**config.mk**
```make
export PLATFORM = sky130hd
export DESIGN_NAME = seg_scan_driver
export DESIGN_NICKNAME = d
export VERILOG_FILES = /design/src/rtl/seg_scan_driver.sv
export SDC_FILE = /design/constraint.sdc
export NUM_CORES = 1
export LEC_CHECK = 0
export ABC_CLOCK_PERIOD_IN_PS = 4500
export CAP_MARGIN = 40
export CORE_MARGIN = 3
export CORE_UTILIZATION = 58
export DETAILED_ROUTE_END_ITERATION = 8
export PLACE_DENSITY = 0.85
export SYNTH_ARGS = -nofsm -noshare
export SYNTH_HDL_FRONTEND = slang
export SYNTH_SLANG_ARGS = --single-unit
```
**constraint.sdc**
```tcl
create_clock -name clk -period 4.5 [get_ports clk]
set_input_delay 0.9 -clock clk [delete_from_list [all_inputs] [get_ports clk]]
set_output_delay 0.9 -clock clk [all_outputs]
set_load 0.02 [all_outputs]
```
**src/rtl/seg_scan_driver.sv**
```systemverilog
// Time-multiplexed N-digit seven-segment driver: drives active-low segment and anode lines, scanning the MSD first.
// Latency: every output is registered, so the pins follow the prescaler/index state by exactly 1 clk.
// Backpressure: none; inputs are sampled once per frame, and the scan timing runs regardless of blank.
//
// Ports:
//   clk, rst        master clock; synchronous active-low reset
//   value, dp, lzb  packed digit codes (digit 0 in [3:0]), decimal points, leading-zero blank
//   blank           forces all anodes off without disturbing scan timing
//   bright          (only with SEG_SCAN_BRIGHTNESS_EN) 4-bit PWM duty, x/16
//   seg, dp_n, an   active-low segment, decimal point and anode outputs
//   frame_start     one-cycle pulse as the slot for digit NUM_DIGITS-1 begins
// Optional brightness PWM is enabled by defining the macro SEG_SCAN_BRIGHTNESS_EN.
module seg_scan_driver #(
    parameter int NUM_DIGITS  = 4,
    parameter int REFRESH_DIV = 100000,
    parameter int DEAD_CYCLES = 16,
    parameter int HEX_MODE    = 1
) (
    input  logic                    clk,
    input  logic                    rst,
    input  logic [4*NUM_DIGITS-1:0] value,
    input  logic [NUM_DIGITS-1:0]   dp,
    input  logic                    lzb,
    input  logic                    blank,
`ifdef SEG_SCAN_BRIGHTNESS_EN
    input  logic [3:0]              bright,
`endif
    output logic [6:0]              seg,
    output logic                    dp_n,
    output logic [NUM_DIGITS-1:0]   an,
    output logic                    frame_start
);

    localparam int PW = $clog2(REFRESH_DIV);
    localparam int IW = $clog2(NUM_DIGITS);
    localparam logic [PW-1:0] PRESC_LAST = PW'(REFRESH_DIV - 1);
    localparam logic [PW-1:0] PRESC_DEAD = PW'(DEAD_CYCLES);
    localparam logic [IW-1:0] IDX_MSD    = IW'(NUM_DIGITS - 1);

    logic [PW-1:0]           presc;
    logic [IW-1:0]           idx;
    logic                    started;
    logic [4*NUM_DIGITS-1:0] value_s;
    logic [NUM_DIGITS-1:0]   dp_s;
    logic                    lzb_s;

    logic                    presc_last;
    logic                    snap_take;
    logic [PW-1:0]           presc_nxt;
    logic [IW-1:0]           idx_nxt;
    logic [3:0]              code;
    logic                    dp_cur;
    logic [NUM_DIGITS-1:0]   lz_run;
    logic                    zero_run;
    logic                    digit_blanked;
    logic                    an_on;
    logic [6:0]              seg_nxt;
    logic                    dp_n_nxt;
    logic [NUM_DIGITS-1:0]   an_nxt;

    function automatic logic [6:0] decode(input logic [3:0] c);
        logic [6:0] s;
        case (c)
            4'h0: s = 7'h40;
            4'h1: s = 7'h79;
            4'h2: s = 7'h24;
            4'h3: s = 7'h30;
            4'h4: s = 7'h19;
            4'h5: s = 7'h12;
            4'h6: s = 7'h02;
            4'h7: s = 7'h78;
            4'h8: s = 7'h00;
            4'h9: s = 7'h10;
            4'hA: s = 7'h08;
            4'hB: s = 7'h03;
            4'hC: s = 7'h46;
            4'hD: s = 7'h21;
            4'hE: s = 7'h06;
            default: s = 7'h0E;
        endcase
        if (HEX_MODE == 0 && c > 4'd9) begin
            s = 7'h7F;
        end
        return s;
    endfunction

    // Snapshot on the first cycle out of reset and whenever the scan wraps back to the MSD.
    always_comb begin
        presc_last = (presc == PRESC_LAST);
        snap_take  = !started || (presc_last && idx == '0);
        presc_nxt  = presc_last ? '0 : presc + 1'b1;
        idx_nxt    = idx;
        if (presc_last) begin
            idx_nxt = (idx == '0) ? IDX_MSD : idx - 1'b1;
        end
    end

`ifdef SEG_SCAN_BRIGHTNESS_EN
    logic [3:0] bright_s;
    logic [3:0] pwm_cnt;

    always_ff @(posedge clk) begin
        if (!rst) begin
            bright_s <= '0;
            pwm_cnt  <= '0;
        end else begin
            pwm_cnt <= pwm_cnt + 1'b1;
            if (snap_take) begin
                bright_s <= bright;
            end
        end
    end

    logic pwm_on;
    assign pwm_on = (pwm_cnt < bright_s);
`else
    logic pwm_on;
    assign pwm_on = 1'b1;
`endif

    // Digit i is a leading zero when it and every digit above it are code 0.
    always_comb begin
        code     = 4'h0;
        dp_cur   = 1'b0;
        zero_run = 1'b1;
        lz_run   = '0;
        for (int i = NUM_DIGITS - 1; i >= 0; i--) begin
            zero_run  = zero_run && (value_s[i*4 +: 4] == 4'h0);
            lz_run[i] = zero_run;
            if (IW'(i) == idx) begin
                code   = value_s[i*4 +: 4];
                dp_cur = dp_s[i];
            end
        end
        digit_blanked = lzb_s && (idx != '0) && lz_run[idx];

        seg_nxt  = 7'h7F;
        dp_n_nxt = 1'b1;
        an_on    = 1'b0;
        if (presc >= PRESC_DEAD) begin
            an_on = !blank && pwm_on;
            if (!digit_blanked) begin
                seg_nxt  = decode(code);
                dp_n_nxt = !dp_cur;
            end
        end

        for (int i = 0; i < NUM_DIGITS; i++) begin
            an_nxt[i] = !(an_on && (IW'(i) == idx));
        end
    end

    always_ff @(posedge clk) begin
        if (!rst) begin
            presc       <= '0;
            idx         <= IDX_MSD;
            started     <= 1'b0;
            value_s     <= '0;
            dp_s        <= '0;
            lzb_s       <= 1'b0;
            seg         <= 7'h7F;
            dp_n        <= 1'b1;
            an          <= '1;
            frame_start <= 1'b0;
        end else begin
            presc       <= presc_nxt;
            idx         <= idx_nxt;
            started     <= 1'b1;
            seg         <= seg_nxt;
            dp_n        <= dp_n_nxt;
            an          <= an_nxt;
            frame_start <= snap_take;
            if (snap_take) begin
                value_s <= value;
                dp_s    <= dp;
                lzb_s   <= lzb;
            end
        end
    end

endmodule

```
# Yosys cells after proc, flatten, opt, wreduce, memory -nomap -nowiden
# Memory sizes are Yosys's and may differ from the RTL's. A register that Yosys moved wholly into a read port is not among the register bits.
# Index checks and enable logic that the tools add are counted.
dict set report word_totals {
  reg_bits 47
  romBits 112
  in_bits 24
  output_inout_bits 13
  word_cells 59
  mem_count 1
}
# name words width read_ports rd_ports_with_merged_regs wr line
set memory_table {}
lappend memory_table {{(name not given)} 16 7 1 1 0 63} ;# case (c)
dict set report classes {
  addsub 2
  n_lt_le_gt_ge 2
  eq_ne 4
  mux 13
  bitwise_logic 2
  n_reduce_logical 26
}
# cell n
set op_table {}
lappend op_table {{$add A17 B1 Y17 const B} 1}
lappend op_table {{$eq A17 B17 Y1 const B} 1}
lappend op_table {{$ge A17 B5 Y1 const B} 1}
lappend op_table {{$logic_not A4 Y1} 4}
lappend op_table {{$mux W4} 4}
lappend op_table {{$logic_and A1 B1 Y1} 10}
lappend op_table {{$logic_not A1 Y1} 7}
lappend op_table {{$mux W1} 7}
lappend op_table {{$eq A2 B2 Y1 const A} 2}
lappend op_table {{$lt A2 B3 Y1 const B} 1}
lappend op_table {{$reduce_or A3 Y1} 1}
lappend op_table {{$bmux W1 S2} 1}
lappend op_table {{$eq A1 B2 Y1 const A} 1}
lappend op_table {{$logic_not A2 Y1} 1}
lappend op_table {{$mux W2} 1}
lappend op_table {{$not A1 Y1} 2}
lappend op_table {{$reduce_bool A2 Y1} 1}
lappend op_table {{$reduce_or A2 Y1} 1}
lappend op_table {{$sub A2 B1 Y2 const B} 1}
lappend op_table {{$logic_or A1 B1 Y1} 1}

# Longest topological paths before layout
# Gate-level depths: netlist of run 1.
dict set report logic_depth {
  ltp_word 8
  depth_mapped 11
  depth_no_buf 10
}

# Least setup slack after synthesis of run 1
# No wires, ideal clock.
dict set report synth_path {
  path_type {register -> register}
  from {register idx[1]}
  to {register seg[1]}
  setup_time_ps 148
  arrival_ps 2175
  required_time_ps 4352
  setup_slack_ps 2177
  path_stages_with_launch 11
  n_path_buf 2
  period_less_slack_ps 2323
  path_cell_list {dfxtp_1 > inv_1 > ha_1 > buf_6 > buf_2 > nor2b_1 > a211oi_1 > inv_1 > ha_1 > o21ai_0 > o221ai_1}
}
dict set report synth_via {
  elab_chain_cells 5
  word_cells_on_any_way 14
  classes_between {3 x eq/ne; 6 x mux; 5 x reduce/logical}
}
# element line
set synth_lines {}
lappend synth_lines {{from (decl)} 41} ;# logic [IW-1:0] idx;
lappend synth_lines {{from (signal assigned)} 167} ;# idx <= idx_nxt;
lappend synth_lines {{$eq A2 B2 Y1} 130} ;# if (IW'(i) == idx) begin
lappend synth_lines {{$mux W4 (4 in a row)} 130}
lappend synth_lines {{to (decl)} 28} ;# output logic [6:0] seg,
# Several ways; a longest one is shown, not always the timed one. The select of a mux whose other input is x is not followed.
# A chain may end at the register's enable or synchronous reset.

# Worst setup path after layout of run 1
dict set report layout_path {
  from {register idx[0]}
  to {register seg[1]}
}
# Same word-level chain as after synthesis.

==> impl_results.md, run 1 <==
* FF-to-FF setup slack at 1.90 ns
* Clock buffer count from CTS at 5
* Area of the multi-input gates at ~0.0013 mm^2
* Final Max Tran Viols at 0
* CTS tree: built
* Worst R2R Path Depth at 8
* Area contributors post-synth: dfxtp_1 43%, nand2_1 6.4%, ha_1 6.0%, nand3_1 5.8%, o21ai_0 5.0%
* Power Density at about 290 mW/mm^2
* Syn Nets at 326
* Launching point of the worst reg2reg path: idx[0]$_SDFFE_PN1N_
* WL/cell at 13.0 um
* Worst EP required at 4.67 ns
* Vias in the first global route at 1844
* Startpoint Class: flop
* EDFF count, synth at 0
* Clock Tree Root: clkbuf_8
* Min-Delay Startpoint: dp_s[2]$_SDFFE_PN0P_
* Final WL at 4820 um
* Routed Antenna Nets at 0
* Worst reg2reg endpoint: seg[1]$_SDFF_PP1_
* I/O pin cnt at 37
* CP Max Fanout at 17
* Post-route setup TNS at 0 ns
* Overall die height at 71.8 um
* H-tree depth at 2
* Top_reg_cell synth: dfxtp_1
* Post-synth cell types at 43
* Min cycle time layout at 2.60 ns
* Final Hold Violating Endpoints at 0
* Sw Ratio at between 20% and 30%
* Worst slew margin at 44.2%
* N_diodes at 0
* Internal at about 0.64 mW
* GR Util All Layers at 19.7%
* Die ar. at 0.00516 mm^2
* I/O Buffers at 36
* Core footprint at 0.00409 mm^2
* Mapped Area at roughly 0.0025 mm^2
* Gp weighted congestion at 0.832
* Initial antenna violation count at 0
* DRC Markers at 0
* VDD IR max at 230 uV
* Worst hold path type: reg2reg
* Layout net count at 356
* Final setup viols at 0
* TritonRoute pass-1 iters at 4
* RSZ-0062 raised after global routing: false
* Clk network pwr share at 31.5%
* Final period utilization at 57.8%
* Detailed Route Iter0 Violations at 122
* Switching Power at 0.209 mW
* Via count at 2082
* Pin count of the biggest net entering global routing at 50
* GRT overflow at 0
* Die Wd at slightly above 70 um
* Sequential share of the synthesized area at between 40% and 50%
* Starting density of the core at 61.5%
* Seq pwr share at between 50% and 60%
* Status: finished, final reports clean
* Lkg Pwr at 1.09 nW
* Worst Setup End Kind: flop
* Max_cap viols at 0
* P&R area growth vs syn at 17.1%
* Post-CTS sizing at 0
* Hold worst-path end: dp_s[2]$_SDFFE_PN0P_
* Post-Place Worst Slack at 1.66 ns
* Num rows at 23
* # hold bufs at CTS at 0
* Post-route clock skew at 0.00536 ns
* DR vias/cell at roughly 5.6
* Sink Count at 54
* Worst Path Arrival at around 2.8 ns
* Yosys reg bits at 54
* Register area at 0.00108 mm^2
* Yosys top cell by area: dfxtp_1
* Min setup slack post-route at roughly 1.9 ns
* Total number of yosys warnings at 0
* Mean post-synth cell area at 8.66 um^2
* Kind of critical path: reg2reg
* Worst-Margin Slew at 0.833 ns
* Worst-Skew Late Latency at around 0.31 ns
* Reg clk slew, reported paths at 0.09 ns
* Share of cells above drive strength 1 at 6.54%
* Clock Tree Buf Depth at 2
* Fmax achieved at approximately 380 MHz
* Ys async rst share at 0%
* Combinational power share at 9.1%
* Fillers at 335
* Hpwl dp at 3470 um
* Setup Fix Bufs, Post-CTS at 0
* Post-synthesis cell count at 290
* Share of Yosys cell area claimed by the top area cell type at 43.0%
* First-pass GRT wire length at between 8000 and 9000 um
* Hold path cells at 2
[metrics by stage]
stage / cell area (um^2) / power [mW] / cells / utilization [%] / hold slack (ns)
floorplan: 2510 / 0.561 / 290 / - / 0.436
global placement: 2850 / 0.591 / 363 / 69.8 / 0.453
detailed placement: 2850 / 0.593 / 363 / 69.8 / 0.467
CTS: 2940 / 0.856 / 371 / 72.0 / 0.479
global route: 2940 / 0.883 / 371 / 72.0 / 0.502
finish: 2940 / 0.849 / 371 / 72.0 / 0.476
[state kept, by name, summed over array words and instances (netlist names)]
register	count
an	4
dp_n	1
dp_s	4
frame_start	1
idx	2
lzb_s	1
presc	17
seg	7
started	1
value_s	16
[placed cells by master, fill, tap and decap left out, drive strengths merged]
master	netlist	routed
dfxtp	54	54
nand2	44	44
clkdlybuf4s50	0	36
nand3	30	30
o21ai	28	28
nor2	21	21
ha	12	12
nor4	9	9
inv	8	8
xor2	8	8
xnor2	7	7
a211oi	7	7
a21oi	6	6
nand3b	5	5
o221ai	5	5
clkbuf	4	5
nor2b	3	3
nor3b	3	3
and3	3	3
mux2i	3	3
or2	3	3
nor3	2	2
o211ai	2	2
buf	11	2
or3	2	2
clkinv	0	2
a22oi	1	1
or4	1	1
o41ai	1	1
nand4	1	1
a21o	1	1
and2	1	1
a211o	1	1
nand2b	1	1
a21bo	1	1
o22ai	1	1
clkinvlp	0	1
[worst max path at each step]
stage,startpoint,end,slack (ns),cells past startpoint
final,idx[0]$_SDFFE_PN1N_,seg[1]$_SDFF_PP1_,1.90,8
after global routing,idx[0]$_SDFFE_PN1N_,seg[1]$_SDFF_PP1_,1.64,8
after CTS,idx[0]$_SDFFE_PN1N_,seg[1]$_SDFF_PP1_,1.93,8
after detailed placement,rst,seg[5]$_SDFF_PP1_,1.66,5
after global placement,rst,seg[4]$_SDFF_PP1_,1.76,5
after floorplan,idx[1]$_SDFFE_PN1N_,seg[1]$_SDFF_PP1_,2.18,10
[cell families (layout without fill, tap and decap cells)]
group | after synthesis | in the layout | share of synthesized area, %
AOI/OAI and AO/OA | 54 | 54 | 13.8
xor gates and xnor gates | 15 | 15 | 5.23
adders and majority gates | 12 | 12 | 5.98
buffers and inverters | 23 | 54 | 5.08
DFF | 54 | 54 | 43.0
muxes | 3 | 3 | 1.20
and+or+nand+nor | 129 | 129 | 25.7
[cells in the mapped netlist, types with 2 or more instances]
| cell type | instances |
|---|---|
| dfxtp_1 | 54 |
| nand2_1 | 43 |
| nand3_1 | 29 |
| o21ai_0 | 25 |
| nor2_1 | 21 |
| ha_1 | 12 |
| nor4_1 | 9 |
| inv_1 | 8 |
| xor2_1 | 8 |
| buf_2 | 7 |
| xnor2_1 | 7 |
| a211oi_1 | 6 |
| a21oi_1 | 6 |
| nand3b_1 | 5 |
| o221ai_1 | 5 |
| buf_6 | 4 |
| and3_1 | 3 |
| mux2i_1 | 3 |
| nor2b_1 | 3 |
| nor3b_1 | 3 |
| clkbuf_1 | 2 |
| clkbuf_2 | 2 |
| nor3_1 | 2 |
| o211ai_1 | 2 |
| o21ai_1 | 2 |
| or2_2 | 2 |
[area by class of cell]
| cell class | instances | area share [%] |
|---|---|---|
| Clock inverter | 3 | 0.723 |
| Multi-Input combinational cell | 213 | 44.3 |
| Clock buffer | 5 | 2.34 |
| Inverter | 8 | 1.02 |
| Tap cell | 50 | 2.13 |
| Sequential cell | 54 | 36.7 |
| Timing Repair Buffer | 38 | 12.8 |
[per-layer routing]
| layer | share of wire, % | GRT usage [%] | wire (um) | vias to the layer above |
|---|---|---|---|---|
| met5 | 0 | 0 | 0 | - |
| met4 | 1.4 | 5.85 | 66 | 0 |
| met3 | 5.6 | 5.05 | 271 | 10 |
| li1 | - | - | - | 1064 |
| met1 | 48 | 26.1 | 2310 | 940 |
| met2 | 45 | 31.7 | 2170 | 68 |
[power groups by stage]
| stage | clock network (mW) | registers (mW) | logic, mW |
|---|---|---|---|
| finish | 0.267 | 0.504 | 0.0776 |
| global route | 0.290 | 0.506 | 0.0869 |
| CTS | 0.273 | 0.504 | 0.0781 |
| detailed placement | 0 | 0.515 | 0.0775 |
| global placement | 0 | 0.515 | 0.0760 |
| floorplan | 0 | 0.512 | 0.0495 |
[worst max-delay path, cell delays in order (launching register included)]
cell,delay [ns]
dfxtp_1,0.34
inv_1,0.14
ha_1,0.50
a211oi_1,0.09
a211oi_1,0.55
inv_1,0.19
ha_1,0.32
o21ai_0,0.18
o221ai_1,0.13
(Power assumes the default switching activity.)
==> run 2, diff against run 1 <==
- ABC_CLOCK_PERIOD_IN_PS: 4500 -> 2100
- CORE_UTILIZATION: 58 -> 48
- PLACE_DENSITY: 0.85 -> 0.75
- clock period: 4.5 -> 2.1 ns (I/O delays scaled with it)
==> run 2 against run 1 <==
Design area up 6.5%. Core utilization down 7.8 points. Largest power group unchanged. First-iteration DRC count up 4.9%. Clock skew up 0.0035 ns. Largest cell class unchanged. Clock power up 120%. Clock-buffer cell count unchanged. Setup slack worse by 1.8 ns.
==> impl_results.md, run 2 (synthesis gave the netlist of run 1 again) <==
* Status: finished, final reports clean (unchanged)
* Via count at 2174 (was 2082)
* TritonRoute pass-1 iters at 4 (unchanged)
* Final Max Tran Viols at 0 (unchanged)
* Switching Power at 0.471 mW (was 0.209 mW)
* Commonest cells after routing, fill and taps aside: 52 x dfxtp_1, 43 x nand2_1, 36 x clkdlybuf4s50_1 (was 54 x dfxtp_1, 43 x nand2_1, 36 x clkdlybuf4s50_1)
* Post-route setup TNS at 0 ns (unchanged)
* Overall die height at 78.3 um (was 71.8 um)
* I/O Buffers at 36 (unchanged)
* Worst hold slack at 0.473 ns (was 0.476 ns)
* CP bufs+invs at 3 (was 2)
* GR Util All Layers at 17.1% (was 19.7%)
* Seq pwr share at 58.1% (was 59.4%)
* I/O pin cnt at 37 (unchanged)
* Dpl cells at 387 (was 363)
* Vias in the first global route at 1950 (was 1844)
* Top flop regs: presc: 17 flops, value_s: 16 flops, seg: 7 flops (unchanged)
* Pin count of the biggest net entering global routing at 49 (was 50)
* Sink Count at 54 (unchanged)
* Layout Cells excl Fill at 398 (was 371)
* Starting density of the core at 51.5% (was 61.5%)
* Final setup viols at 0 (unchanged)
* Worst Path Arrival at 2.17 ns (was 2.77 ns)
* Hpwl dp at 3610 um (was 3470 um)
* Internal at 1.39 mW (was 0.640 mW)
* Sw Ratio at 25.3% (was 24.6%)
* DRC Markers at 0 (unchanged)
* First-pass GRT wire length at 8610 um (was 8140 um)
* N_diodes at 0 (unchanged)
* Max_cap viols at 0 (unchanged)
* GRT overflow at 0 (unchanged)
* WL/cell at 13.0 um (about the same)
* Reg clk slew, reported paths at 0.10 ns (was 0.09 ns)
* Fillers at 436 (was 335)
* Num rows at 25 (was 23)
* Final period utilization at 95.1% (was 57.8%)
* Share of cells above drive strength 1 at 14.2% (was 6.54%)
* Max FFs per register at 17 (unchanged)
* Min cycle time layout at 2.00 ns (was 2.60 ns)
* Final Hold Violating Endpoints at 0 (unchanged)
* P&R area growth vs syn at 24.8% (was 17.1%)
* Die ar. at 0.00614 mm^2 (was 0.00516 mm^2)
* # hold bufs at CTS at 0 (unchanged)
* Clock buffer count from CTS at 5 (unchanged)
* Layout net count at 366 (was 356)
* Clock Tree Root: clkbuf_8 (unchanged)
* Worst EP required at 2.27 ns (was 4.67 ns)
* Critical path's largest stage delay at 0.37 ns (was 0.55 ns)
* Worst slew margin at 61.4% (was 44.2%)
* Clock Tree Buf Depth at 2 (unchanged)
* Worst-Skew Late Latency at 0.31 ns (about the same)
* CP Max Fanout at 12 (was 17)
* Gp weighted congestion at 0.911 (was 0.832)
* Worst Setup End Kind: flop (unchanged)
* Register area at 0.00109 mm^2 (was 0.00108 mm^2)
* Core footprint at 0.00488 mm^2 (was 0.00409 mm^2)
* Largest Register: presc (unchanged)
* Fmax achieved at 501 MHz (was 385 MHz)
* Lkg Pwr at 1.14 nW (was 1.09 nW)
* Power Density at 592 mW/mm^2 (was 289 mW/mm^2)
* Post-route clock skew at 0.00888 ns (was 0.00536 ns)
* CP max stage cell: dfxtp_4 (was a211oi_1)
* Worst hold path type: reg2reg (unchanged)
* Worst-Margin Slew at 0.573 ns (was 0.833 ns)
* Die Wd at 78.3 um (was 71.8 um)
* DR vias/cell at 5.46 (was 5.61)
* Area of the multi-input gates at 0.00138 mm^2 (was 0.00130 mm^2)
* H-tree depth at 2 (unchanged)
* Detailed Route Iter0 Violations at 128 (was 122)
* Final core utilization at 64.3% (was 72.0%)
* Startpoint Class: flop (unchanged)
* Combinational power share at 9.8% (was 9.1%)
* Initial antenna violation count at 0 (unchanged)
* Crit-path cells: buf_4, ha_4, buf_4, a211oi_1, a211oi_1, buf_4, or2_2, a21oi_1, o21ai_0 (was inv_1, ha_1, a211oi_1, a211oi_1, inv_1, ha_1, o21ai_0, o221ai_1)
* Routed Antenna Nets at 0 (unchanged)
* Largest delay share family, worst path: compound AO/OA/AOI/OAI gates (unchanged)
* CP dominant cell by count: buf_4
* CTS tree: built (unchanged)
* Final WL at 5170 um (was 4820 um)
* VDD IR max at 351 uV (was 230 uV)
* Total chip power at 1.86 mW (was 0.849 mW)
* Clk network pwr share at 32.1% (was 31.5%)
* Kind of critical path: reg2reg (unchanged)
* Most common cell after layout, fill and taps aside: dfxtp_1 (unchanged)
run 2: power by group through the flow:
stage | clock [mW] | sequential, mW | combinational (mW)
6_report | 0.595 | 1.08 | 0.182
3_3_place_gp | 0 | 1.10 | 0.173
2_1_floorplan | 0 | 1.10 | 0.107
3_5_place_dp | 0 | 1.10 | 0.174
5_1_grt | 0.642 | 1.08 | 0.202
4_1_cts | 0.610 | 1.08 | 0.176
run 2: repair_timing:
item                       in CTS  in global routing
pin swaps                       1                  1
setup buffers                   0                  3
gates resized for setup         5                 13
gates cloned                    0                  0
setup endpoints to repair       5                  5
run 2: cell type report:
type,count,share of cell area (%)
Clock buffer,5,2.19
Clock inverter,3,0.798
Inverter,8,0.958
Multi-Input combinational cell,213,43.9
Sequential cell,54,34.7
Tap cell,67,2.67
Timing Repair Buffer,48,14.8
run 2: per-layer routing:
| layer | routed length [um] | up-vias | track usage [%] |
|---|---|---|---|
| li1 | - | 1094 | - |
| met1 | 2440 | 998 | 23.7 |
| met2 | 2340 | 75 | 25.9 |
| met3 | 336 | 7 | 4.24 |
| met4 | 53 | 0 | 5.94 |
| met5 | 0 | - | 0 |
run 2: worst paths after layout:
kind,from,endpoint,slack [ns],cells after the start
worst max-delay path,idx[0]$_SDFFE_PN1N_,seg[0]$_SDFF_PP1_,0.10,9
worst min-delay path,dp_s[1]$_SDFFE_PN0P_,dp_s[1]$_SDFFE_PN0P_,0.47,2
worst max register to register,idx[0]$_SDFFE_PN1N_,seg[0]$_SDFF_PP1_,0.10,9
worst min register to register,dp_s[1]$_SDFFE_PN0P_,dp_s[1]$_SDFFE_PN0P_,0.47,2
run 2: tightest hold or removal path: stages (launching register included):
cell     delay, ns
dfxtp_1       0.33
nand2_1       0.05
o21ai_0       0.06
run 2: metrics by stage:
| stage | cell area (um^2) | setup slack [ns] |
|---|---|---|
| floorplan | 2520 | 0.0194 |
| global placement | 2950 | 0.0600 |
| detailed placement | 2950 | -0.0476 |
| CTS | 3060 | 0.0144 |
| global route | 3140 | -0.00676 |
| finish | 3140 | 0.103 |
==> run 3, diff against run 2 <==
- ABC_AREA: default -> 1
- CORE_UTILIZATION: 48 -> 50
==> run 3 against run 2 <==
Sequential power about the same. Cell count increased by 31%. Design area increased by 8.9%. Register-to-register slack improved by 0.07 ns. Non-clock buffer count decreased by 5. Sequential cell count unchanged. Clock skew increased by 0.00098 ns. Core utilization decreased by 0.23 points. First-iteration DRC count decreased by 20%. Critical endpoint is now seg[3]$_SDFF_PP1_.
==> impl_results.md, run 3 <==
* I/O Buffers at 36 (unchanged)
* Yosys top cell by area: dfxtp_1 (unchanged)
* Clock Tree Root: clkbuf_8 (unchanged)
* VDD IR max at 443 uV (was 351 uV)
* Layout Cells excl Fill at 520 (was 398)
* Share of Yosys cell area claimed by the top area cell type at 37.6% (was 43.0%)
* Power Density at 590 mW/mm^2 (was 592 mW/mm^2)
* Hpwl dp at 4520 um (was 3610 um)
* EDFF count, synth at 0 (unchanged)
* Share of cells above drive strength 1 at 8.67% (was 14.2%)
* Setup Fix Bufs, Post-CTS at 0 (unchanged)
* Max_cap viols at 0 (unchanged)
* Final setup viols at 0 (unchanged)
* Layout net count at 485 (was 366)
* Fillers at 509 (was 436)
* Lkg Pwr at 1.48 nW (was 1.14 nW)
* Startpoint Class: flop (unchanged)
* DRC Markers at 0 (unchanged)
* Clock buffer count from CTS at 5 (unchanged)
* Starting density of the core at 53.9% (was 51.5%)
* Most common cell after layout, fill and taps aside: nand2_1 (was dfxtp_1)
* Final Hold Violating Endpoints at 0 (unchanged)
* Final Max Tran Viols at 0 (unchanged)
* Post-synth cell types at 26 (was 43)
* Commonest cells after routing, fill and taps aside: 93 x nand2_1, 55 x nor2_1, 52 x dfxtp_1 (was 52 x dfxtp_1, 43 x nand2_1, 36 x clkdlybuf4s50_1)
* Clock Tree Buf Depth at 2 (unchanged)
* Yosys reg bits at 54 (unchanged)
* Count leader, synth: nand2_1 (was dfxtp_1)
* Kind of critical path: reg2reg (unchanged)
* Syn Nets at 448 (was 326)
* Post-synthesis cell count at 412 (was 290)
* P&R area growth vs syn at 18.8% (was 24.8%)
* Fmax achieved at 518 MHz (was 501 MHz)
* Initial antenna violation count at 0 (unchanged)
* Via count at 2648 (was 2174)
* Total chip power at 2.01 mW (was 1.86 mW)
* TritonRoute pass-1 iters at 4 (unchanged)
* Post-route clock skew at 0.00987 ns (was 0.00888 ns)
* Final period utilization at 92.0% (was 95.1%)
* Status: finished, final reports clean (unchanged)
* Pin count of the biggest net entering global routing at 44 (was 49)
* Worst slew margin at 71.0% (was 61.4%)
* Register area at 0.00108 mm^2 (was 0.00109 mm^2)
* Final core utilization at 64.0% (was 64.3%)
* Final WL at 6280 um (was 5170 um)
* Gp weighted congestion at 0.899 (was 0.911)
* Sink Count at 54 (unchanged)
* Mean post-synth cell area at 6.98 um^2 (was 8.66 um^2)
* CTS tree: built (unchanged)
* Worst-Skew Late Latency at 0.31 ns (about the same)
* Max FFs per register at 17 (unchanged)
* I/O pin cnt at 37 (unchanged)
* Detailed Route Iter0 Violations at 102 (was 128)
* Routed Antenna Nets at 0 (unchanged)
* Worst-Margin Slew at 0.435 ns (was 0.573 ns)
* Sequential share of the synthesized area at 37.6% (was 43.0%)
* Overall die height at 81.8 um (was 78.3 um)
* Cell area after layout at 0.00342 mm^2 (was 0.00314 mm^2)
* Total number of yosys warnings at 0 (unchanged)
* RSZ-0062 raised after global routing: false
* Worst hold path type: reg2reg (unchanged)
* Worst Path Arrival at 2.13 ns (was 2.17 ns)
* Reg clk slew, reported paths at 0.10 ns (about the same)
* DR vias/cell at 5.09 (was 5.46)
* Top flop regs: presc: 17 flops, value_s: 16 flops, seg: 7 flops (unchanged)
* Vias in the first global route at 2319 (was 1950)
* WL/cell at 12.1 um (was 13.0 um)
* Placed Area at 0.00327 mm^2 (was 0.00295 mm^2)
* Area contributors post-synth: dfxtp_1 38%, nand2_1 12%, nand3_1 7.8%, nor2_1 7.2%, a21oi_1 7.1% (was dfxtp_1 43%, nand2_1 6.4%, ha_1 6.0%, nand3_1 5.8%, o21ai_0 5.0%)
* Dpl cells at 511 (was 387)
* N_diodes at 0 (unchanged)
* CP Max Fanout at 6 (was 12)
* First-pass GRT wire length at 10200 um (was 8610 um)
* Die ar. at 0.00670 mm^2 (was 0.00614 mm^2)
* Worst EP required at 2.30 ns (was 2.27 ns)
* Mapped Area at 0.00288 mm^2 (was 0.00251 mm^2)
* Area of the multi-input gates at 0.00154 mm^2 (was 0.00138 mm^2)
* Core footprint at 0.00534 mm^2 (was 0.00488 mm^2)
* Most instantiated cells after synthesis: 93 x nand2_1, 55 x nor2_1, 54 x dfxtp_1, 50 x inv_1, 45 x nand3_1 (was 54 x dfxtp_1, 43 x nand2_1, 29 x nand3_1, 25 x o21ai_0, 21 x nor2_1)
* Min cycle time layout at 1.93 ns (was 2.00 ns)
* H-tree depth at 2 (unchanged)
* Largest Register: presc (unchanged)
* Ys async rst share at 0% (unchanged)
* GR Util All Layers at 19.1% (was 17.1%)
* GRT overflow at 0 (unchanged)
* Top_reg_cell synth: dfxtp_1 (unchanged)
* Post-route setup TNS at 0 ns (unchanged)
* Die Wd at 81.8 um (was 78.3 um)
* Worst Setup End Kind: flop (unchanged)
* Num rows at 26 (was 25)
==> run 3: power breakdown <==
group	switching, mW	internal (mW)
clock network	0.344	0.352
registers	0.0229	1.06
logic	0.129	0.109
==> run 3: final timing paths <==
kind / startpoint / to / slack [ns] / cells past startpoint
setup / recovery: idx[0]$_SDFFE_PN1N_ / seg[3]$_SDFF_PP1_ / 0.17 / 13
hold / removal: presc[14]$_SDFF_PP0_ / presc[14]$_SDFF_PP0_ / 0.48 / 2
setup reg to reg: idx[0]$_SDFFE_PN1N_ / seg[3]$_SDFF_PP1_ / 0.17 / 13
hold reg to reg: presc[14]$_SDFF_PP0_ / presc[14]$_SDFF_PP0_ / 0.48 / 2
==> run 3: cell families (layout without fill, tap and decap cells) <==
group	count (synthesis)	after routing	synth area share, %
AOI/OAI and AO/OA	55	55	10.1
xor gates and xnor gates	2	2	0.609
adders and majority gates	12	12	5.22
buffers and inverters	64	101	10.2
DFF	54	54	37.6
and+or+nand+nor	225	226	36.3
==> run 3: final cells by class <==
cell class	instances	area share, %
clock buffer	5	2.01
clock inverter	3	1.17
inverter	50	5.49
multi-input combinational	295	44.9
sequential	54	31.7
tap	70	2.56
timing repair buffer	43	12.1
==> run 3: routing by layer <==
metal  global-route usage (%)  vias up  wire length [um]
met4                     5.32        0                67
met2                     32.4       65              2860
li1                         -     1394                 -
met5                        0        -                 0
met1                     25.0     1180              3010
met3                     3.07        9               344
==> run 3: critical path, cell delays in order (launching register included) <==
cell	delay, ns
dfxtp_2	0.40
ha_1	0.33
nand2_1	0.09
nand2_1	0.07
nand3_1	0.07
nand2_1	0.06
o21ai_1	0.07
buf_4	0.16
ha_1	0.29
inv_1	0.04
nand2_1	0.06
nand2_1	0.05
nand2_1	0.06
nand3_1	0.07
==> run 3: what timing repair did <==
| item | in CTS | in global routing |
|---|---|---|
| endpoints found under the setup margin | 7 | 19 |
| gates resized for setup | 3 | 6 |
| cloned | 0 | 1 |
| hold buffers | 0 | 0 |
==> run 3: per-stage QoR <==
stage          worst slack (ns)  hold slack [ns]
4_1_cts                  0.0494            0.489
2_1_floorplan            0.0778            0.441
5_1_grt                 0.00896            0.509
3_3_place_gp            -0.0477            0.457
6_report                  0.169            0.481
3_5_place_dp             -0.213            0.473
